$ cat src/rtl/cpu_pipe_pkg.sv
// Shared pipeline constants for the inter-stage registers.
// Holds the global stall vector width, the stage index map, the payload
// widths carried across each boundary, and the bubble masks (bit set =
// reload from RESET_VAL on a bubble, bit clear = hold).
package cpu_pipe_pkg;

    localparam int STALL_W   = 6;

    localparam int STG_IF    = 0;
    localparam int STG_ID    = 1;
    localparam int STG_EX    = 2;
    localparam int STG_EXMEM = 3;
    localparam int STG_MEMWB = 4;

    localparam int IFID_W    = 64;
    localparam int IDEX_W    = 128;
    localparam int EXMEM_W   = 104;
    localparam int MEMWB_W   = 72;

    localparam logic [IFID_W-1:0]  IFID_BUBBLE_MASK  = {IFID_W{1'b1}};
    localparam logic [IDEX_W-1:0]  IDEX_BUBBLE_MASK  = {IDEX_W{1'b1}};
    // EX/MEM layout: [103:100] exception type, [99] delay-slot flag,
    // [98:67] PC, [66:0] write enables + data. The exception context must
    // survive a bubble so a late trap still reports the right PC.
    localparam logic [EXMEM_W-1:0] EXMEM_BUBBLE_MASK = {{37{1'b0}}, {67{1'b1}}};
    localparam logic [MEMWB_W-1:0] MEMWB_BUBBLE_MASK = {MEMWB_W{1'b1}};

    // Action taken by a stage register on a clock edge.
    typedef enum logic [1:0] {
        ACT_ADV    = 2'd0,
        ACT_HOLD   = 2'd1,
        ACT_BUBBLE = 2'd2,
        ACT_FLUSH  = 2'd3
    } pipe_act_e;

endpackage

$ cat src/rtl/sat_counter.sv
// Saturating up-counter used for the stage performance counters.
// Ports: clk, rst (async, active high), clr (sync clear, wins over inc),
//        inc (count one event), count (current value, sticks at all-ones).
module sat_counter #(
    parameter int CNT_W = 16
) (
    input  logic             clk,
    input  logic             rst,
    input  logic             clr,
    input  logic             inc,
    output logic [CNT_W-1:0] count
);

    logic [CNT_W-1:0] cnt_q, cnt_d;

    always_comb begin
        cnt_d = cnt_q;
        if (clr)
            cnt_d = '0;
        else if (inc && (cnt_q != {CNT_W{1'b1}}))
            cnt_d = cnt_q + 1'b1;
    end

    always_ff @(posedge clk or posedge rst) begin
        if (rst) cnt_q <= '0;
        else     cnt_q <= cnt_d;
    end

    assign count = cnt_q;

endmodule

$ cat src/rtl/pipe_stage_reg.sv
// Generic inter-stage pipeline register: payload + valid, driven by the
// global stall vector and the exception flush, with stall/bubble/kill
// performance counters.
// Ports: clk, rst (async, active high); stall (global stall vector);
//        flush (kill held instruction); in_valid/in_data (upstream);
//        cnt_clr (sync clear of counters); out_valid/out_data (registered);
//        stall_cnt/bubble_cnt/kill_cnt (saturating event counters).
module pipe_stage_reg #(
    parameter int                DATA_W      = 128,
    parameter int                STALL_W     = cpu_pipe_pkg::STALL_W,
    parameter int                STAGE       = 3,
    parameter logic [DATA_W-1:0] BUBBLE_MASK = {DATA_W{1'b1}},
    parameter logic [DATA_W-1:0] RESET_VAL   = {DATA_W{1'b0}},
    parameter int                CNT_W       = 16
) (
    input  logic               clk,
    input  logic               rst,
    input  logic [STALL_W-1:0] stall,
    input  logic               flush,
    input  logic               in_valid,
    input  logic [DATA_W-1:0]  in_data,
    input  logic               cnt_clr,
    output logic               out_valid,
    output logic [DATA_W-1:0]  out_data,
    output logic [CNT_W-1:0]   stall_cnt,
    output logic [CNT_W-1:0]   bubble_cnt,
    output logic [CNT_W-1:0]   kill_cnt
);

    import cpu_pipe_pkg::pipe_act_e;
    import cpu_pipe_pkg::ACT_ADV;
    import cpu_pipe_pkg::ACT_HOLD;
    import cpu_pipe_pkg::ACT_BUBBLE;
    import cpu_pipe_pkg::ACT_FLUSH;

    logic              dn;
    pipe_act_e         act;
    logic              valid_q, valid_d;
    logic [DATA_W-1:0] data_q, data_d;

    // The last stage has nobody downstream to stall it, so a stall there
    // always drains into a bubble rather than a hold.
    generate
        if (STAGE < STALL_W - 1) begin : g_dn
            assign dn = stall[STAGE+1];
        end else begin : g_top
            assign dn = 1'b0;
        end
    endgenerate

    always_comb begin
        act = ACT_ADV;
        if (flush)
            act = ACT_FLUSH;
        else if (stall[STAGE] && !dn)
            act = ACT_BUBBLE;
        else if (stall[STAGE])
            act = ACT_HOLD;
    end

    always_comb begin
        valid_d = valid_q;
        data_d  = data_q;
        case (act)
            ACT_FLUSH: begin
                valid_d = 1'b0;
                data_d  = RESET_VAL;
            end
            ACT_BUBBLE: begin
                valid_d = 1'b0;
                data_d  = (data_q & ~BUBBLE_MASK) | (RESET_VAL & BUBBLE_MASK);
            end
            ACT_ADV: begin
                // Payload is captured even when in_valid is low.
                valid_d = in_valid;
                data_d  = in_data;
            end
            default: ;
        endcase
    end

    always_ff @(posedge clk or posedge rst) begin
        if (rst) begin
            valid_q <= 1'b0;
            data_q  <= RESET_VAL;
        end else begin
            valid_q <= valid_d;
            data_q  <= data_d;
        end
    end

    assign out_valid = valid_q;
    assign out_data  = data_q;

    sat_counter #(.CNT_W(CNT_W)) u_stall_cnt (
        .clk   (clk),
        .rst   (rst),
        .clr   (cnt_clr),
        .inc   (act == ACT_HOLD),
        .count (stall_cnt)
    );

    sat_counter #(.CNT_W(CNT_W)) u_bubble_cnt (
        .clk   (clk),
        .rst   (rst),
        .clr   (cnt_clr),
        .inc   (act == ACT_BUBBLE),
        .count (bubble_cnt)
    );

    // Only a live instruction counts as killed.
    sat_counter #(.CNT_W(CNT_W)) u_kill_cnt (
        .clk   (clk),
        .rst   (rst),
        .clr   (cnt_clr),
        .inc   ((act == ACT_FLUSH) && valid_q),
        .count (kill_cnt)
    );

endmodule
$ cat config.mk
export PLATFORM = sky130hd
export DESIGN_NAME = pipe_stage_reg
export DESIGN_NICKNAME = d
export VERILOG_FILES = /design/src/rtl/cpu_pipe_pkg.sv /design/src/rtl/sat_counter.sv /design/src/rtl/pipe_stage_reg.sv
export SDC_FILE = /design/constraint.sdc
export NUM_CORES = 1
export LEC_CHECK = 0
export BUFFER_PORTS_ARGS = -buffer_cell sky130_fd_sc_hd__buf_2
export CAP_MARGIN = 20
export CORE_UTILIZATION = 52
export CTS_CLUSTER_DIAMETER = 100
export DETAILED_ROUTE_END_ITERATION = 8
export GPL_TIMING_DRIVEN = 0
export PLACE_DENSITY = 0.95
export SLEW_MARGIN = 0
export SYNTH_ARGS = -nofsm -noshare
export SYNTH_HDL_FRONTEND = slang
export SYNTH_HIERARCHICAL = 1
export SYNTH_SLANG_ARGS = --single-unit
$ cat constraint.sdc
create_clock -name clk -period 12.9 [get_ports clk]
set_input_delay 2.58 -clock clk [delete_from_list [all_inputs] [get_ports clk]]
set_output_delay 2.58 -clock clk [all_outputs]
set_load 0.05 [all_outputs]
After elaboration in Yosys (flattened, before gate mapping) --
Index checks and enable logic that the tools add are counted.
Word-level totals: register bits 177, latch bits 0, memory bits (writable) 0, ROM bits 0, input bits 139, output and inout port bits 177, word-level logic and storage cells 37, memories kept 0
Operators by class: add/subtract/negate cells 3, multiply operators 0, divide/modulo/power cells 0, order comparisons 0, eq/ne operators 6, shift operators 0, mux-type cells 11, bitwise gates (word level) 0, reduce and logical (&&, ||, !) cells 12
Operators by type and width (number):
- 128-bit case mux with 2 select lines | 1
- 16-bit 2-to-1 mux | 6
- 16-bit by 1-bit adder with 16-bit output (second input constant) | 3
- 16-bit inequality test (second input constant) | 3
- 2-bit nonzero test | 4
- 1-bit logical AND | 5
- 2-bit equality test (second input constant) | 2
- 2-bit 2-to-1 mux | 2
- 2-bit by 1-bit equality test with 1-bit output (second input constant) | 1
- 2-bit logical NOT | 1
- 1-bit case mux with 2 select lines | 1
- 2-bit OR reduction | 1
- 1-bit logical NOT | 1
- 1-bit 2-to-1 mux | 1

Depth between registers and ports, before layout --
Gate-level depths: netlist of the first run.
word-level depth 9, depth in mapped cells 9, gate-level depth less buffers 6

By module --
Netlist of the first run, hierarchy kept.
Modules (own cells, without submodules):
- pipe_stage_reg | instances 1, cells each 308, area an instance 4802.1 um^2, seq. area each 3228.1 um^2
- sat_counter | instances 3, cells each 101, area an instance 932.1 um^2, seq. area each 400.4 um^2

Worst setup path before layout of the first run --
OpenSTA, ideal clock, no wires.
path kind input to register, start point input port stall[3], end point register u_bubble_cnt.cnt_q[13], in the netlist u_bubble_cnt/count[13], setup time 0.078 ns, data arrival time 4.493 ns, data required time 12.822 ns, path slack 8.330 ns, stages on the path 9, path buffers 3, path through nor2b_2 buf_6 buf_2 nor2b_1 clkbuf_2 nand3_1 or4_4 or4_1 a21oi_1
On the way: longest elaborated chain between the ends 6, elaborated cells on any way between the ends 7, classes of those cells eq/ne: 1; mux: 3; reduce/logical: 3
RTL lines:
- start: declaration | RTL line pipe_stage_reg.sv:18 | input logic [STALL_W-1:0] stall,
- 1-bit 2-to-1 mux / 1-bit logical AND (equally long branches) | RTL line pipe_stage_reg.sv:57, pipe_stage_reg.sv:55
- 2-bit 2-to-1 mux (*) | RTL line pipe_stage_reg.sv:55 | else if (stall[STAGE] && !dn)
- 2-bit 2-to-1 mux (*) | RTL line pipe_stage_reg.sv:53 | if (flush)
- 2-bit equality test (*) | RTL line pipe_stage_reg.sv:107 | .inc (act == ACT_BUBBLE),
- 1-bit logical AND (*) | RTL line sat_counter.sv:20 | else if (inc && (cnt_q != {CNT_W{1'b1}}))
- 2-bit nonzero test (no source line) (*)
- end signal: assignment | RTL line sat_counter.sv:26 | else cnt_q <= cnt_d;
- end: declaration | RTL line sat_counter.sv:14 | logic [CNT_W-1:0] cnt_q, cnt_d;
Every way passes the cells marked *; elsewhere a longest branch is shown, timed or not. A chain may end at the register's enable or synchronous reset.

Worst setup path in the final report of the first run --
start point input port flush, end point register u_stall_cnt.cnt_q[13], in the netlist u_stall_cnt/count[13]
On the way: longest elaborated chain between the ends 4
RTL lines:
- start: declaration | RTL line pipe_stage_reg.sv:19 | input logic flush,
- 2-bit 2-to-1 mux | RTL line pipe_stage_reg.sv:53
- 2-bit by 1-bit equality test with 1-bit output | RTL line pipe_stage_reg.sv:99 | .inc (act == ACT_HOLD),
- 1-bit logical AND | RTL line sat_counter.sv:20
- 2-bit nonzero test (no source line)
- end signal: assignment | RTL line sat_counter.sv:26
- end: declaration | RTL line sat_counter.sv:14
Every way passes these cells.

==> results of run 1 <==
==> final cells by class <==
cell class,count,area share
plain buffers,54,0.0313
clock inverters,8,0.0107
inverters,11,0.00464
multi-input cells,369,0.282
repair buffers,311,0.158
diodes,1,0.000251
flip-flops and latches,177,0.444
well taps,180,0.0226
clock buffers,23,0.0469
==> flip-flops by register name, summed over array words and instances, names as in the netlist <==
signal,cells
u_stall_cnt/count,16
u_bubble_cnt/count,16
u_kill_cnt/count,16
out_data,128
out_valid,1
==> stage by stage <==
step	cell area [µm²]	instances	worst slack [ns]	utilization	total power [W]
global placement	9380	1101	5.31	0.668	0.000775
finish	9980	1134	8.17	0.711	0.00127
global route	9980	1134	8.08	0.711	0.00131
floorplan	7600	611	6.88	-	0.000716
detailed placement	9410	1102	7.79	0.670	0.000781
CTS	9980	1133	8.22	0.711	0.00128
==> synthesized netlist by cell type, drive strengths merged, types with 12 or more instances <==
| master | instances |
|---|---|
| dfrtp | 177 |
| a21oi | 36 |
| or4 | 24 |
| o31ai | 15 |
| o21ai | 15 |
| a32o | 129 |
| nand3 | 21 |
| buf | 41 |
| nor3 | 12 |
| nand2 | 18 |
| nand4 | 15 |
| or3 | 21 |
==> power breakdown <==
group	switching (W)	leakage, nW	internal [W]	total (W)
logic	0.000133	2.30	0.0000513	0.000184
clock network	0.000208	0.273	0.000295	0.000503
registers	0.0000123	2.40	0.000575	0.000587
total	0.000353	4.97	0.000921	0.00127
==> how the worst max path moves through the flow <==
stage	start	end	slack, ns	cells past startpoint
6_report	flush	u_stall_cnt/count[13]	8.17	10
5_1_grt	flush	u_stall_cnt/count[13]	8.08	10
4_1_cts	flush	u_bubble_cnt/count[13]	8.22	10
3_5_place_dp	flush	u_bubble_cnt/count[13]	7.79	10
3_3_place_gp	rst	out_data[12]	5.31	2
2_1_floorplan	rst	out_data[0]	6.88	1
==> routing by layer <==
metal / global-route usage / up-vias / share of wire
met5: 0 / - / 0
met4: 0.166 / 0 / 0.044
met3: 0.0892 / 89 / 0.084
met2: 0.525 / 445 / 0.50
met1: 0.369 / 3588 / 0.37
li1: - / 3136 / -
==> critical path: stages <==
cell,delay (ns)
buf_2,0.14
nor2b_2,0.16
buf_6,0.16
buf_2,0.26
and2_1,0.25
clkbuf_2,0.22
nand3_1,0.23
or4_4,0.51
or4_1,0.42
a21oi_1,0.16
==> cells by family (layout without fill, tap and decap cells) <==
kind of cell / Yosys count / after routing
AO/OA/AOI/OAI: 204 / 204
flip-flops: 177 / 177
buffers and inverters: 65 / 407
multiplexers: 9 / 9
other: 0 / 1
adder cells (fa/ha/maj): 3 / 3
AND/OR/NAND/NOR: 153 / 153
==> metrics.md, run 1 <==
| Metric | Value |
|---|---|
| Setup Crit Path Kind | `in -> reg` |
| Critical path fanouts, max | `10` |
| Area Growth Syn to Fin | `31.4%` |
| Arr. time, crit path | `5.08 ns` |
| Final ANT Viol Nets | `0` |
| Largest family of logic cells by synthesized area | `compound AO/OA/AOI/OAI gates` |
| First-pass GRT wire length | `35900 µm` |
| Initial core utilization | `0.541` |
| Mux share of post-synthesis cell area | `0.0128` |
| First-pass iteration count of the detailed router | `6` |
| Core ar. | `between 0.01 and 0.015 mm²` |
| F_max | `211 MHz` |
| Htree depth | `4` |
| FF-to-FF End | `u_bubble_cnt/count[0]` |
| Share of layout cells above drive strength 1 | `0.423` |
| CP required | `13.25 ns` |
| Adder-cell share of the synthesized area | `0.00494` |
| Simple-gate share of the synthesized area | `0.125` |
| Setup bufs post-CTS | `0` |
| Hold path start | `out_data[71]` |
| Synth Area in XOR/XNOR | `0` |
| Synth cell types | `35` |
| HP Class | `reg -> reg` |
| Routed wire length | `between 20000 and 25000 µm` |
| Number of global-route vias before repair | `just over 7000` |
| Cells after Synth | `611` |
| Max Slew Vio Count | `0` |
| Final period utilization | `0.367` |
| Async SR Flop Fraction | `1.00` |
| RSZ-0062 raised after global routing | `no` |
| Wire per inst | `20.8 µm` |
| Max capacitance violation total | `0` |
| Top FF cell, synth | `dfrtp_1` |
| Synthesized Nets | `753` |
| Startpoint Class | `primary input` |
| Pin count of the biggest net entering global routing | `75` |
| Commonest non-fill, non-tap cell in the layout | `buf_2` |
| Largest area contributor in the netlist | `dfrtp_1` |
| Run status | `finished clean` |
| #FFs+latches synth | `177` |
| Setup tns final | `0 ns` |
| Reg2Reg Setup Slack | `10.71 ns` |
| Post-CTS Resized | `0` |
| Die width | `123 µm` |
| Clk buf depth | `2` |
| Cts hold-fix bufs | `0` |
| Worst hold endpoint | `out_data[71]` |
| Synth top area cells | `dfrtp_1, a32o_1, a21oi_1, buf_2, or4_1` |
| Leak | `4.97 nW` |
| Chip height | `123 µm` |
| Clk_skew | `0.00818 ns` |
| PortBufs | `310` |
| CTS tree | `done` |
| Critical path capture point type | `flop` |
| Initial DRC Count | `830` |
| GRT Util Overall | `0.315` |
| Final min period | `4.73 ns` |
| Top Ports | `approximately 320` |
| Share of the synthesized area in the top cell type | `0.583` |
| Nets | `1083` |
| GR Overflow Total | `0` |
| Clk sinks | `177` |
| Number of synthesized flops with an enable pin | `0` |
| Fillers | `966` |
| Slew @ Worst Pin | `about 0.70 ns` |
| Max VDD drop | `0.0972 mV` |
| DRC viols | `0` |
| Register area share after synthesis | `0.583` |
| Sequential standard cell area | `0.00443 mm²` |
| Via density per instance | `6.40` |
| Most frequent cells in the layout | `buf_2, dfrtp_1, a32o_1` |
| Initial antenna violation count | `1` |
| Clock-pin slew on the worst setup and hold paths | `0.07 ns` |
| Worst hold path stage count | `1` |
| Total CTS buffers | `17` |
| Final hold violation count | `0` |
| Die footprint | `0.0151 mm²` |
| CTS Root Cell | `clkbuf_16` |
| Ys Warns | `6` |
| PD cells | `128 mW/mm²` |
| Global placement routability congestion | `roughly 0.91` |
| Setup-failing EPs final | `0` |
| Row count | `43` |
| Hold_ws | `0.515 ns` |
| Post-Syn Area | `0.00760 mm²` |
| Dpl hpwl | `~17000 µm` |
| Clk Latency, worst-skew pair | `about 0.42 ns` |
| Area of the multi-input gates | `0.00282 mm²` |
| Reg2Reg Launch Point | `u_bubble_cnt/count[0]` |
| Synth Area in Compound Gates | `0.228` |
| Syn_area_per_cell | `around 12 µm²` |
| Reg2Reg Depth | `6` |
| Slew HR | `0.529` |
| Total number of vias | `7258` |
No activity file was read; power rests on OpenSTA's default activity.
==> run 2, diff against run 1 <==
Settings changed: CORE_UTILIZATION 52 to 48, PLACE_DENSITY 0.95 to 0.91.
Clock period 12.9 ns to 4.6 ns, I/O delays scaled along.
==> run 2 against run 1 <==
Net effect: register-to-register slack got worse by 8.3 ns; combinational power increased to 2.8 times the previous value; die area increased by 8.2%; sequential power increased to 2.8 times the previous value; critical path type unchanged; sequential share of layout area decreased by 0.46 points.
==> metrics.md, run 2 (synthesis gave the netlist of run 1 again) <==
| Metric | Value |
|---|---|
| Run status | `finished clean` |
| Int Pwr | `0.00272 W` |
| Worst hold path stage count | `1` |
| Htree depth | `4` |
| Row count | `45` |
| Critical path fanouts, max | `10` |
| CTS Root Cell | `clkbuf_16` |
| Clk sinks | `177` |
| Post-CTS Resized | `0` |
| Most frequent cells in the layout | `buf_2, dfrtp_1, a32o_1` |
| Clk pwr share | `0.423` |
| Slew HR | `0.504` |
| Clk buf depth | `2` |
| Number of global-route vias before repair | `6872` |
| Dpl hpwl | `16000 µm` |
| Setup-failing EPs final | `0` |
| Seq pwr share | `0.440` |
| Final period utilization | `0.704` |
| Setup tns final | `0 ns` |
| Arr. time, crit path | `3.58 ns` |
| Hold_ws | `0.517 ns` |
| Leak | `approximately 5.0 nW` |
| Reg2Reg Launch Point | `u_stall_cnt/count[0]` |
| Switch share | `0.272` |
| F_max | `309 MHz` |
| DP Cell Count | `approximately 1100` |
| Max Slew Vio Count | `0` |
| First-pass iteration count of the detailed router | `5` |
| Max reg flops | `128` |
| Global placement routability congestion | `between 0.8 and 0.9` |
| HP Class | `reg -> reg` |
| Commonest non-fill, non-tap cell in the layout | `buf_2` |
| Initial core utilization | `0.496` |
| Comb pwr share | `0.137` |
| Final ANT Viol Nets | `0` |
| CP required | `4.94 ns` |
| Setup Crit Path Kind | `in -> reg` |
| GRT Util Overall | `0.277` |
| Setup bufs post-CTS | `0` |
| Hold path start | `out_data[52]` |
| Reg2Reg Setup Slack | `2.45 ns` |
| Clock-pin slew on the worst setup and hold paths | `0.07 ns` |
| FF-to-FF End | `u_stall_cnt/count[0]` |
| Final min period | `3.24 ns` |
| Top Ports | `~320` |
| Critical path capture point type | `flop` |
| Share of layout cells above drive strength 1 | `0.426` |
| RSZ-0062 raised after global routing | `no` |
| PD cells | `371 mW/mm²` |
| DRC viols | `0` |
| Clk Latency, worst-skew pair | `approximately 0.42 ns` |
| First-pass GRT wire length | `35200 µm` |
| Final hold violation count | `0` |
| Die width | `128 µm` |
| Finished Layout Cells | `1166` |
| Initial DRC Count | `582` |
| Initial antenna violation count | `1` |
| Total number of vias | `7159` |
| GR Overflow Total | `0` |
| Startpoint Class | `primary input` |
| Nets | `approximately 1100` |
| Psw | `0.00102 W` |
| Max VDD drop | `0.368 mV` |
| Area Growth Syn to Fin | `32.8%` |
| Routed wire length | `22600 µm` |
| Chip height | `~130 µm` |
| PortBufs | `310` |
| Cts hold-fix bufs | `0` |
| Wire per inst | `19.4 µm` |
| Worst hold endpoint | `out_data[52]` |
| Via density per instance | `6.14` |
| CTS tree | `done` |
| Slew @ Worst Pin | `~0.74 ns` |
| Core ar. | `0.0153 mm²` |
| Pin count of the biggest net entering global routing | `70` |
| Total CTS buffers | `17` |
| Clk_skew | `0.0102 ns` |
| Reg2Reg Depth | `6` |
| Die footprint | `between 0.015 and 0.02 mm²` |
| Max capacitance violation total | `0` |
-- run 2: critical path, stage by stage --
cell	delay (ns)
buf_2	0.14
nor2b_2	0.18
buf_6	0.16
buf_2	0.31
nor2b_1	0.29
clkbuf_2	0.26
nand3_1	0.23
or4_4	0.51
or4_1	0.41
a21oi_1	0.15
-- run 2: power groups by stage --
stage	Combinational [W]	Sequential, W	Clock [W]
after detailed placement	0.000514	0.00167	0
final	0.000514	0.00164	0.00158
after floorplan	0.000141	0.00187	0
after global routing	0.000542	0.00165	0.00167
after CTS	0.000516	0.00164	0.00160
after global placement	0.000502	0.00167	0
-- run 2: metal layers --
layer / routed length, µm / vias up / track usage / part of all wire
met3: 1760 / 47 / 0.0747 / 0.078
met2: 11700 / 403 / 0.471 / 0.52
met4: 532 / 2 / 0.0976 / 0.024
met1: 8630 / 3565 / 0.341 / 0.38
met5: 6 / - / 0 / 0.00027
li1: - / 3142 / - / -
-- run 2: area by class of cell --
cell class,count,area (µm²)
fillers,1133,5230
flip-flops and latches,177,4430
multi-input cells,369,2820
repair buffers,311,1580
clock buffers,19,433
plain buffers,54,313
well taps,211,264
clock inverters,13,206
inverters,11,46.3
diodes,1,2.50
-- run 2: how the worst max path moves through the flow --
stage / depth (start not counted) / endpoint / startpoint / slack, ns
floorplan: 1 / out_data[0] / rst / 0.24
global placement: 2 / out_data[27] / rst / -1.36
detailed placement: 10 / u_bubble_cnt/count[13] / flush / 0.96
CTS: 10 / u_bubble_cnt/count[13] / flush / 1.38
global route: 10 / u_bubble_cnt/count[13] / flush / 1.26
finish: 10 / u_bubble_cnt/count[13] / flush / 1.36
-- run 2: per-stage QoR --
step / total power, W / cell area, µm² / setup WS, ns / utilization
floorplan: 0.00201 / 7600 / 0.239 / -
global placement: 0.00217 / 9410 / -1.36 / 0.615
detailed placement: 0.00219 / 9450 / 0.956 / 0.617
CTS: 0.00376 / 10100 / 1.38 / 0.659
global route: 0.00386 / 10100 / 1.26 / 0.659
finish: 0.00374 / 10100 / 1.36 / 0.659
